`config.mk`:
```
export PLATFORM = sky130hd
export DESIGN_NAME = aes_sequencer_flat
export DESIGN_NICKNAME = d
export VERILOG_FILES = /design/src/rtl/aes_pkg.sv /design/src/rtl/aes_sequencer_if.sv /design/src/rtl/aes_mode_mux.sv /design/src/rtl/aes_sequencer.sv /design/src/flat_wrapper.sv
export SDC_FILE = /design/constraint.sdc
export NUM_CORES = 2
export LEC_CHECK = 0
export CORE_AREA = 3 3 345 347
export DETAILED_ROUTE_END_ITERATION = 8
export DIE_AREA = 0 0 348 350
export PLACE_DENSITY = 0.51
export SYNTH_ARGS = -nofsm -noshare
export SYNTH_HDL_FRONTEND = slang
export SYNTH_SLANG_ARGS = --single-unit
```
`constraint.sdc`:
```
create_clock -name ACLK -period 7.2 [get_ports ACLK]
set_clock_uncertainty 0.2 [all_clocks]
set_input_delay 0.72 -clock ACLK [delete_from_list [all_inputs] [get_ports ACLK]]
set_output_delay 0.72 -clock ACLK [all_outputs]
set_load 0.005 [all_outputs]
```
`src/rtl/aes_pkg.sv`:
```
// Shared types and constants for the AES block-mode sequencer: FSM states,
// mode codes, command-word bit positions and the registered output bundle.
package aes_pkg;

  typedef enum logic [2:0] {
    ST_IDLE,
    ST_SETUP,
    ST_KEYEXP,
    ST_LOAD,
    ST_WAIT,
    ST_WB_OUT,
    ST_WB_AUX,
    ST_DONE
  } state_e;

  localparam logic [2:0] MODE_KEY = 3'b000;
  localparam logic [2:0] MODE_ECB = 3'b001;
  localparam logic [2:0] MODE_CBC = 3'b010;
  localparam logic [2:0] MODE_CTR = 3'b101;

  localparam int CMD_START_BIT    = 31;
  localparam int CMD_CTR_ZERO_BIT = 4;
  localparam int CMD_DIR_BIT      = 3;
  localparam int CMD_MODE_MSB     = 2;
  localparam int CMD_MODE_LSB     = 0;

  localparam logic [1:0] DEST_R0 = 2'b00;
  localparam logic [1:0] DEST_R1 = 2'b01;
  localparam logic [1:0] DEST_R2 = 2'b10;
  localparam logic [1:0] DEST_R3 = 2'b11;

  typedef struct packed {
    logic         enable_amba;
    logic         wr_control;
    logic [1:0]   reg_dest;
    logic [127:0] bus_r;
    logic         expanding;
    logic         ks_start;
    logic         core_start;
    logic         core_decrypt;
    logic [127:0] core_in;
    logic         busy;
    logic         err;
  } out_t;

  function automatic logic mode_reserved(input logic [2:0] mode);
    return !(mode inside {MODE_KEY, MODE_ECB, MODE_CBC, MODE_CTR});
  endfunction

endpackage

```
`src/rtl/aes_sequencer_if.sv`:
```
// Register-file, key-schedule and cipher-core signals seen by the sequencer.
// master = sequencer side, slave = register file / key schedule / core side.
interface aes_sequencer_if;

  logic [31:0]  reg_command;
  logic         key_ready;
  logic [127:0] key;
  logic [127:0] r0;
  logic [127:0] r1;
  logic [63:0]  r3;

  logic         enable_amba;
  logic         wr_control;
  logic [1:0]   reg_dest;
  logic [127:0] busR;
  logic         expanding;

  logic         ks_start;
  logic         ks_done;
  logic         core_start;
  logic         core_decrypt;
  logic [127:0] core_in;
  logic         core_done;
  logic [127:0] core_result;
  logic         busy;
  logic         err;

  modport master (
    input  reg_command, key_ready, key, r0, r1, r3, ks_done, core_done, core_result,
    output enable_amba, wr_control, reg_dest, busR, expanding,
           ks_start, core_start, core_decrypt, core_in, busy, err
  );

  modport slave (
    output reg_command, key_ready, key, r0, r1, r3, ks_done, core_done, core_result,
    input  enable_amba, wr_control, reg_dest, busR, expanding,
           ks_start, core_start, core_decrypt, core_in, busy, err
  );

endinterface

```
`src/rtl/aes_mode_mux.sv`:
```
// Per-mode data selection: cipher-core input in LOAD, write-back bus value and
// destination in WB_OUT / WB_AUX. All outputs are zero in every other state.
module aes_mode_mux
  import aes_pkg::*;
(
  input  state_e       state_i,
  input  logic [2:0]   mode_i,
  input  logic         decrypt_i,
  input  logic [127:0] r0_i,
  input  logic [127:0] r1_i,
  input  logic [63:0]  r3_i,
  input  logic [127:0] result_i,
  output logic [127:0] core_in_o,
  output logic         core_decrypt_o,
  output logic [127:0] bus_r_o,
  output logic [1:0]   reg_dest_o
);

  // NOTE: every output gets a default before the case so no path leaves one
  // unassigned; a missing default here would infer a latch.
  always_comb begin
    core_in_o      = '0;
    core_decrypt_o = 1'b0;
    bus_r_o        = '0;
    reg_dest_o     = DEST_R0;
    case (state_i)
      ST_LOAD: begin
        core_decrypt_o = (mode_i == MODE_CTR) ? 1'b0 : decrypt_i;
        case (mode_i)
          MODE_CBC: core_in_o = decrypt_i ? r0_i : (r0_i ^ r1_i);
          MODE_CTR: core_in_o = {r1_i[127:64], r3_i};
          default:  core_in_o = r0_i;
        endcase
      end
      ST_WB_OUT: begin
        reg_dest_o = DEST_R2;
        case (mode_i)
          MODE_CBC: bus_r_o = decrypt_i ? (result_i ^ r1_i) : result_i;
          MODE_CTR: bus_r_o = result_i ^ r0_i;
          default:  bus_r_o = result_i;
        endcase
      end
      ST_WB_AUX: begin
        if (mode_i == MODE_CTR) begin
          // Counter wraps modulo 2^64 by plain width truncation.
          reg_dest_o = DEST_R3;
          bus_r_o    = {64'h0, r3_i + 64'd1};
        end else begin
          reg_dest_o = DEST_R1;
          bus_r_o    = decrypt_i ? r0_i : result_i;
        end
      end
      default: ;
    endcase
  end

endmodule

```
`src/rtl/aes_sequencer.sv`:
```
// AES block-mode sequencer: walks key expansion, core launch and register
// write-back for ECB, CBC and CTR; every output is a flop.
module aes_sequencer
  import aes_pkg::*;
(
  input  logic             ACLK,
  input  logic             ARSTn,
  aes_sequencer_if.master  bus
);

  state_e       state_q, state_d;
  logic [2:0]   mode_q, mode_d;
  logic         dir_q, dir_d;
  logic         key_valid_q, key_valid_d;
  logic         err_d;
  logic [127:0] snap_r0_q, snap_r0_d;
  logic [127:0] snap_r1_q, snap_r1_d;
  logic [63:0]  snap_r3_q, snap_r3_d;
  logic [127:0] result_q, result_d;
  out_t         out_q, out_d;

  logic [127:0] mux_core_in;
  logic         mux_core_decrypt;
  logic [127:0] mux_bus_r;
  logic [1:0]   mux_reg_dest;

  // The key and key_ready go straight to the key schedule; the register file
  // itself acts on counter-zero. Only start, direction and mode matter here.
  logic unused_inputs;
  assign unused_inputs = ^{bus.key, bus.key_ready, bus.reg_command[30:CMD_CTR_ZERO_BIT]};

  // NOTE: always_comb uses blocking '=' so later lines see earlier defaults;
  // the always_ff blocks below use non-blocking '<=' so all flops update together.
  always_comb begin
    state_d     = state_q;
    mode_d      = mode_q;
    dir_d       = dir_q;
    key_valid_d = key_valid_q;
    err_d       = 1'b0;
    result_d    = result_q;
    case (state_q)
      ST_IDLE: begin
        if (bus.reg_command[CMD_START_BIT]) begin
          state_d = ST_SETUP;
          mode_d  = bus.reg_command[CMD_MODE_MSB:CMD_MODE_LSB];
          dir_d   = bus.reg_command[CMD_DIR_BIT];
        end
      end
      ST_SETUP: begin
        if (mode_reserved(mode_q)) begin
          state_d = ST_IDLE;
          err_d   = 1'b1;
        end else if (mode_q == MODE_KEY || !key_valid_q) begin
          state_d = ST_KEYEXP;
        end else begin
          state_d = ST_LOAD;
        end
      end
      ST_KEYEXP: begin
        if (bus.ks_done) begin
          key_valid_d = 1'b1;
          state_d     = (mode_q == MODE_KEY) ? ST_DONE : ST_LOAD;
        end
      end
      ST_LOAD: state_d = ST_WAIT;
      ST_WAIT: begin
        if (bus.core_done) begin
          result_d = bus.core_result;
          state_d  = ST_WB_OUT;
        end
      end
      ST_WB_OUT: state_d = (mode_q == MODE_ECB) ? ST_DONE : ST_WB_AUX;
      ST_WB_AUX: state_d = ST_DONE;
      ST_DONE:   state_d = ST_IDLE;
      default:   state_d = ST_IDLE;
    endcase
  end

  // Operands are captured on LOAD entry so the register file may move on.
  always_comb begin
    snap_r0_d = snap_r0_q;
    snap_r1_d = snap_r1_q;
    snap_r3_d = snap_r3_q;
    if (state_d == ST_LOAD) begin
      snap_r0_d = bus.r0;
      snap_r1_d = bus.r1;
      snap_r3_d = bus.r3;
    end
  end

  // Outputs are decoded from the next state and registered, so each output
  // is valid for exactly the cycles its state is occupied.
  aes_mode_mux u_mode_mux (
    .state_i        (state_d),
    .mode_i         (mode_d),
    .decrypt_i      (dir_d),
    .r0_i           (snap_r0_d),
    .r1_i           (snap_r1_d),
    .r3_i           (snap_r3_d),
    .result_i       (result_d),
    .core_in_o      (mux_core_in),
    .core_decrypt_o (mux_core_decrypt),
    .bus_r_o        (mux_bus_r),
    .reg_dest_o     (mux_reg_dest)
  );

  always_comb begin
    out_d              = '0;
    out_d.enable_amba  = (state_d == ST_IDLE);
    out_d.wr_control   = (state_d inside {ST_WB_OUT, ST_WB_AUX});
    out_d.reg_dest     = mux_reg_dest;
    out_d.bus_r        = mux_bus_r;
    out_d.expanding    = (state_d == ST_KEYEXP);
    out_d.ks_start     = (state_d == ST_KEYEXP) && (state_q != ST_KEYEXP);
    out_d.core_start   = (state_d == ST_LOAD);
    out_d.core_decrypt = mux_core_decrypt;
    out_d.core_in      = mux_core_in;
    out_d.busy         = !(state_d inside {ST_IDLE, ST_DONE});
    out_d.err          = err_d;
  end

  always_ff @(posedge ACLK or negedge ARSTn) begin
    if (!ARSTn) begin
      state_q           <= ST_IDLE;
      mode_q            <= MODE_KEY;
      dir_q             <= 1'b0;
      key_valid_q       <= 1'b0;
      out_q             <= '0;
      out_q.enable_amba <= 1'b1;
    end else begin
      state_q     <= state_d;
      mode_q      <= mode_d;
      dir_q       <= dir_d;
      key_valid_q <= key_valid_d;
      out_q       <= out_d;
    end
  end

  // NOTE: the wide operand/result registers are deliberately not reset; they
  // are always written (LOAD / WAIT) before any state reads them.
  always_ff @(posedge ACLK) begin
    snap_r0_q <= snap_r0_d;
    snap_r1_q <= snap_r1_d;
    snap_r3_q <= snap_r3_d;
    result_q  <= result_d;
  end

  assign bus.enable_amba  = out_q.enable_amba;
  assign bus.wr_control   = out_q.wr_control;
  assign bus.reg_dest     = out_q.reg_dest;
  assign bus.busR         = out_q.bus_r;
  assign bus.expanding    = out_q.expanding;
  assign bus.ks_start     = out_q.ks_start;
  assign bus.core_start   = out_q.core_start;
  assign bus.core_decrypt = out_q.core_decrypt;
  assign bus.core_in      = out_q.core_in;
  assign bus.busy         = out_q.busy;
  assign bus.err          = out_q.err;

endmodule

```
`src/flat_wrapper.sv`:
```
// flat-port wrapper written by rule: the top's interface ports become plain ports
module aes_sequencer_flat import aes_pkg::*;
  (ACLK, ARSTn, bus_reg_command, bus_key_ready, bus_key, bus_r0, bus_r1, bus_r3, bus_ks_done, bus_core_done, bus_core_result, bus_enable_amba, bus_wr_control, bus_reg_dest, bus_busR, bus_expanding, bus_ks_start, bus_core_start, bus_core_decrypt, bus_core_in, bus_busy, bus_err);
  aes_sequencer_if bus_i ();
  input  logic ACLK;
  input  logic ARSTn;
  input wire logic [$bits(bus_i.reg_command)-1:0] bus_reg_command;
  input wire logic [$bits(bus_i.key_ready)-1:0] bus_key_ready;
  input wire logic [$bits(bus_i.key)-1:0] bus_key;
  input wire logic [$bits(bus_i.r0)-1:0] bus_r0;
  input wire logic [$bits(bus_i.r1)-1:0] bus_r1;
  input wire logic [$bits(bus_i.r3)-1:0] bus_r3;
  input wire logic [$bits(bus_i.ks_done)-1:0] bus_ks_done;
  input wire logic [$bits(bus_i.core_done)-1:0] bus_core_done;
  input wire logic [$bits(bus_i.core_result)-1:0] bus_core_result;
  output wire logic [$bits(bus_i.enable_amba)-1:0] bus_enable_amba;
  output wire logic [$bits(bus_i.wr_control)-1:0] bus_wr_control;
  output wire logic [$bits(bus_i.reg_dest)-1:0] bus_reg_dest;
  output wire logic [$bits(bus_i.busR)-1:0] bus_busR;
  output wire logic [$bits(bus_i.expanding)-1:0] bus_expanding;
  output wire logic [$bits(bus_i.ks_start)-1:0] bus_ks_start;
  output wire logic [$bits(bus_i.core_start)-1:0] bus_core_start;
  output wire logic [$bits(bus_i.core_decrypt)-1:0] bus_core_decrypt;
  output wire logic [$bits(bus_i.core_in)-1:0] bus_core_in;
  output wire logic [$bits(bus_i.busy)-1:0] bus_busy;
  output wire logic [$bits(bus_i.err)-1:0] bus_err;
  assign bus_i.reg_command = bus_reg_command;
  assign bus_i.key_ready = bus_key_ready;
  assign bus_i.key = bus_key;
  assign bus_i.r0 = bus_r0;
  assign bus_i.r1 = bus_r1;
  assign bus_i.r3 = bus_r3;
  assign bus_i.ks_done = bus_ks_done;
  assign bus_i.core_done = bus_core_done;
  assign bus_i.core_result = bus_core_result;
  assign bus_enable_amba = bus_i.enable_amba;
  assign bus_wr_control = bus_i.wr_control;
  assign bus_reg_dest = bus_i.reg_dest;
  assign bus_busR = bus_i.busR;
  assign bus_expanding = bus_i.expanding;
  assign bus_ks_start = bus_i.ks_start;
  assign bus_core_start = bus_i.core_start;
  assign bus_core_decrypt = bus_i.core_decrypt;
  assign bus_core_in = bus_i.core_in;
  assign bus_busy = bus_i.busy;
  assign bus_err = bus_i.err;
  aes_sequencer u_core (.ACLK(ACLK), .ARSTn(ARSTn), .bus(bus_i));
endmodule
```
; Word level (Yosys, flattened, before mapping)
; Index checks and enable logic that the tools add are counted.
[op_classes]
reduce_logical = 11
bitwise_logic = 3
addsub = 1
muxes = 31
n_eq_ne = 18
[op_table]
columns = cell, n
row1 = two-way mux 128 bit, 9
row2 = case mux 128 bit (2 select lines), 3
row3 = bitwise XOR 128 bit, 3
row4 = adder 64 x 1 -> 64 bit (second input constant), 1
row5 = two-way mux 64 bit, 1
row6 = == test 3 bit (second input constant), 9
row7 = case mux 3 bit (8 select lines), 1
row8 = two-way mux 3 bit, 7
row9 = == test 3 x 2 -> 1 bit (second input constant), 6
row10 = zero test 3 bit, 3
row11 = two-way mux 1 bit, 8
row12 = == test 3 x 1 -> 1 bit (second input constant), 2
row13 = case mux 2 bit (2 select lines), 1
row14 = nonzero test 2 bit, 2
row15 = nonzero test 4 bit, 1
row16 = inequality test 3 x 2 -> 1 bit (second input constant), 1
row17 = zero test 1 bit, 2
row18 = two-way mux 2 bit, 1
row19 = AND reduction 2 bit, 1
row20 = logical AND 1 bit, 1
row21 = logical OR 1 bit, 1
[word_totals]
register_bits = 722
elab_cells = 83
output_inout_bits = 266
input_bits = 613

; Longest topological paths before layout
[depth]
ltp_word = 11
ltp_mapped = 21
ltp_nobuf = 16

; Modules after synthesis
; A second synthesis with hierarchy kept.
[hier_totals]
cells_unflattened = 3097
area_unflattened_um2 = 32168.4
[by_module_without_submodules]
columns = mod, instances, area_each_um2, cells_per_inst, seq_area_each_um2
row1 = aes_sequencer, 1, 21622.0, 1266, 15826.4
row2 = aes_mode_mux, 1, 10546.4, 1831, 0.0

; Worst setup path after synthesis
; Ideal clock, no wire load.
[synth_timing]
kind = input to register
from = in bus_ks_done
to = reg u_core.out_q (netlist bit u_core.bus.busR[54])
required_ns = 6.862
setup_ns = 0.138
cell_stages = 19
slack_ns = 2.624
n_path_buf = 4
t_arrival_ns = 4.238
cell_sequence = nor4b_2 a2bb2oi_2 nor2_2 nor2_4 buf_4 buf_2 buf_2 nand2_1 nand2_1 ha_1 nand2_1 nor4_1 nand2_1 a2111oi_0 a21oi_1 buf_2 a211oi_1 mux2i_1 o211ai_1
[synth_via]
elab_cells_between_ends = 16
cone_classes = add/sub (1) / eq/ne (3) / mux (10) / bitwise (2)
[synth_lines]
columns = element, line
row1 = start: declaration, flat_wrapper.sv:13  ; input wire logic [$bits(bus_i.ks_done)-1:0] bus_ks_done;
row2 = two-way mux 3 bit, aes_sequencer.sv:60  ; if (bus.ks_done) begin
row3 = case mux 3 bit (8 select lines), aes_sequencer.sv:41  ; case (state_q)
row4 = == test 3 x 2 -> 1 bit, aes_sequencer.sv:84  ; if (state_d == ST_LOAD) begin
row5 = two-way mux 64 bit, aes_sequencer.sv:84
row6 = named net u_core.snap_r3_d[1], aes_sequencer.sv:18  ; logic [63:0] snap_r3_q, snap_r3_d;
row7 = adder 64 x 1 -> 64 bit, aes_mode_mux.sv:47  ; bus_r_o = {64'h0, r3_i + 64'd1};
row8 = two-way mux 128 bit, aes_mode_mux.sv:44  ; if (mode_i == MODE_CTR) begin
row9 = case mux 128 bit (2 select lines), aes_mode_mux.sv:26  ; case (state_i)
row10 = named net u_core.mux_bus_r[54], aes_sequencer.sv:24  ; logic [127:0] mux_bus_r;
row11 = end signal: assignment, aes_sequencer.sv:135  ; out_q <= out_d;
row12 = end: declaration, aes_sequencer.sv:20  ; out_t out_q, out_d;
; The timed path passes the listed nets, and every way through them passes these cells.
; A chain may end at the register's enable or synchronous reset.

; Worst setup path in the final report
[layout_timing]
from = in bus_ks_done
to = reg u_core.out_q (netlist bit u_core.bus.busR[50])
; Same word-level chain as after synthesis.

==> impl_metrics.json <==
{
  "worstRegToRegCells": 17,
  "nets": 5208,
  "slew_headroom_pct": 19.8,
  "synth_fa_ha_area_share_pct": 0.0367,
  "ys_async_sr_fraction_pct": 38.0,
  "postCtsSetupRepairBufs": 0,
  "crit_arrival_ps": 5720,
  "path_class": "in -> reg",
  "avgSynthCellArea_sq_um": 8.55,
  "ys_warn_count": 0,
  "cts_tree": "built",
  "status": "completed",
  "place_ws_ps": 1310,
  "rsz0062_at_grt": "false",
  "place_area_sq_mm": 0.0427,
  "p_per_area_mw_per_mm2": 465,
  "post-route-period-util_pct": 75.2,
  "netlist.area_leader.share_pct": 26.3,
  "path_buf_inv": 4,
  "core_area_sq_mm": 0.116,
  "gp_congestion": 0.864,
  "cpPeakStageDelay_ps": 950,
  "clk_pin_slew_ps": 60,
  "crit_path_end_kind": "register",
  "holdPathEnd": "u_core.result_q[83]",
  "stdcell_count": 6222,
  "vias": 31800,
  "synth.most_common_cell": "nand2_1",
  "fill_cells": 11800,
  "tightest_slew_ps": 1200,
  "firstDrtPassIters": 5,
  "row_count": 125,
  "p_leak_nw": 21.0,
  "cap_violations": 0,
  "ant_nets": 0,
  "rrSetupSlack_ps": 1800,
  "root_buffer": "clkbuf_16",
  "grt_overflow": 0,
  "fin_ws_ps": 1780,
  "whs_path_depth": 2,
  "fmax_mhz": 185,
  "cts_buffers": 88,
  "crit_slowest_cell": "a21oi_1",
  "cts_num_sinks": 722,
  "multiInputGateArea_sq_mm": 0.0162,
  "clk_latency_ps": 660,
  "reg2reg_from": "u_core.state_q[1]",
  "final_hold_viol_count": 0,
  "initial_core_util_pct": 29.3,
  "routed_wl_um": 152000,
  "cts_buffer_depth": 3,
  "drt_iter0_markers": 2809,
  "syn-num-nets": 4603,
  "stdcell_area_sq_mm": 0.0458,
  "area_delta_synth_final_pct": 34.4,
  "ys.flop_type": "dfxtp_1",
  "setup_violations": 0,
  "synth_top_family_by_area": "simple AND/OR/NAND/NOR gates",
  "fin_crit_ps": 5420,
  "antenna_found_initial": 53,
  "crit_chain": "clkdlybuf4s50_1, nor4b_2, a2bb2oi_2, nor2_4, nor2_4, inv_6, nand2_1, nand2_1, ha_1, nand2_1, nor4_1, buf_4, nand4_1, nor3_1, a21oi_1, buf_4, o31ai_1, o211ai_1, o211ai_1",
  "critPathRequiredTime_ps": 7500,
  "dp_hpwl_um": 103000,
  "fin_tns_setup_ps": 0,
  "grt_max_degree": 169,
  "worstReg2RegEnd": "u_core.bus.busR[50]",
  "synth-compound-area-share_pct": 16.1,
  "ys_types": 78,
  "layout-drive-gt1-share_pct": 6.08,
  "p_total_w": 0.0213,
  "viasPerCell": 5.12,
  "ios": 879,
  "post-route-drc-count": 0,
  "yosysSeqAreaShare_pct": 46.4,
  "port_buffers": 722,
  "syn_inst": 3989,
  "cp.depth": 19,
  "yosys.area_share.simple_pct": 16.7,
  "wl_per_cell_um": 24.4,
  "die_height_um": 350,
  "start_kind": "primary input",
  "ir_worst_vdd_mv": 0.483,
  "critPathTopFamily": "compound AO/OA/AOI/OAI gates",
  "grt_pass1_wl_um": 218000,
  "ys_top_cells_by_count": "804 x nand2_1, 448 x dfxtp_1, 281 x mux2i_1",
  "critical_path.max_fanout": 27,
  "synth_top_area_cell": "dfxtp_1",
  "netlist_area_sq_mm": 0.0341,
  "die_x_um": 348,
  "synth_edf_count": 0,
  "fp.dieArea_sq_mm": 0.122,
  "hold_class": "reg -> reg",
  "worstHoldStart": "u_core.result_q[83]",
  "dp.cells": 6027,
  "grt_pass1_vias": 30900,
  "critPathMostFrequentCell": "nand2_1",
  "final_max_slew_viol_count": 0,
  "track_usage_pct": 24.0,
  "synth-xor-area-share_pct": 5.14,
  "cts.htree.levels": 3,
  "layout.area.seq_sq_mm": 0.0158,
  "synth-seq-cells": 722,
  "synth_area_leaders": "dfxtp_1 26%, dfrtp_1 20%, nand2_1 8.9%, mux2i_1 8.2%, xnor2_1 4.6%",
  "synth_mux_area_share_pct": 9.19
}
-- cell usage in the layout, fill, tap and decap left out, drive strengths merged, types with 22 or more instances in the layout --
| cell type | instances |
|---|---|
| a22oi | 75 |
| o211ai | 65 |
| o22ai | 118 |
| a21oi | 230 |
| nand2 | 804 |
| diode | 30 |
| dfrtp | 273 |
| buf | 55 |
| xor2 | 22 |
| nand3 | 116 |
| xnor2 | 178 |
| dfxtp | 448 |
| clkdlybuf4s50 | 721 |
| mux2i | 288 |
| inv | 281 |
| a211oi | 31 |
| nor2 | 241 |
| nand4 | 37 |
| nor3 | 59 |
| o221ai | 42 |
| clkbuf | 136 |
| o2bb2ai | 22 |
| and3 | 30 |
| o21ai | 229 |
-- per-stage QoR --
step	utilization [%]	hold WS [ps]
finish	39.4	245
global route	39.4	261
CTS	39.4	246
detailed placement	36.8	232
global placement	36.8	225
floorplan	-	214
-- final cells by class --
type / instances / share of cell area, %
Antenna cell: 30 / 0.164
Clock buffer: 136 / 5.73
Clock inverter: 28 / 0.808
Inverter: 281 / 2.33
Multi-Input combinational cell: 2724 / 35.3
Sequential cell: 722 / 34.5
Tap cell: 1524 / 4.16
Timing Repair Buffer: 777 / 17.0
-- flip-flops by register name, indices dropped and copies added (netlist names) --
register / cells
u_core.bus.expanding: 1
u_core.dir_q: 1
u_core.key_valid_q: 1
u_core.bus.core_in: 128
u_core.bus.ks_start: 1
u_core.snap_r3_q: 64
u_core.state_q: 3
u_core.bus.core_decrypt: 1
u_core.mode_q: 3
u_core.bus.wr_control: 1
u_core.bus.busy: 1
u_core.bus.busR: 128
u_core.snap_r1_q: 128
u_core.bus.reg_dest: 2
u_core.result_q: 128
u_core.bus.err: 1
u_core.snap_r0_q: 128
u_core.bus.core_start: 1
u_core.bus.enable_amba: 1
-- layer usage --
layer  GRT usage [%]  routed length (um)  vias to the layer above
met5               0                 257                        -
met2            37.3               68600                     1172
met3            5.57               11300                      244
li1                -                   -                    14900
met4            8.70                4680                       38
met1            32.5               67300                    15500
-- where the power goes --
part	total, W	leakage [nW]	switching (W)	internal, W
registers	0.00648	7.51	0.000676	0.00581
logic	0.0102	12.0	0.00635	0.00383
clock network	0.00465	1.47	0.00186	0.00280
total	0.0213	21.0	0.00888	0.0124
-- worst min-delay path, stage by stage, from the launching register on --
cell and delay (ps):
dfxtp_1 300, nand2_1 40, nand2_1 70
-- worst max-delay path by stage --
stage / start / endpoint / slack [ps]
global placement: bus_ks_done / u_core.bus.busR[50] / 1230
finish: bus_ks_done / u_core.bus.busR[50] / 1780
CTS: u_core.state_q[1] / u_core.bus.busR[48] / 1790
detailed placement: bus_ks_done / u_core.bus.busR[48] / 1310
global route: u_core.state_q[1] / u_core.bus.busR[50] / 1410
floorplan: bus_ks_done / u_core.bus.busR[54] / 2620
-- timing repair --
action / 4_1_cts / 5_1_grt
resized for setup: 0 / 0
hold buffers: 1 / 0
endpoints found under the hold margin: 83 / 0
-- kinds of logic (layout without fill, tap and decap cells) --
kind of cell	count (synthesis)	after routing
compound gates	871	871
xor+xnor	200	200
fa+ha+maj	1	1
buf+inv	543	1222
flops	722	722
mux	307	307
other cells	0	30
simple gates	1345	1345
Power figures use the tool's default switching activity.
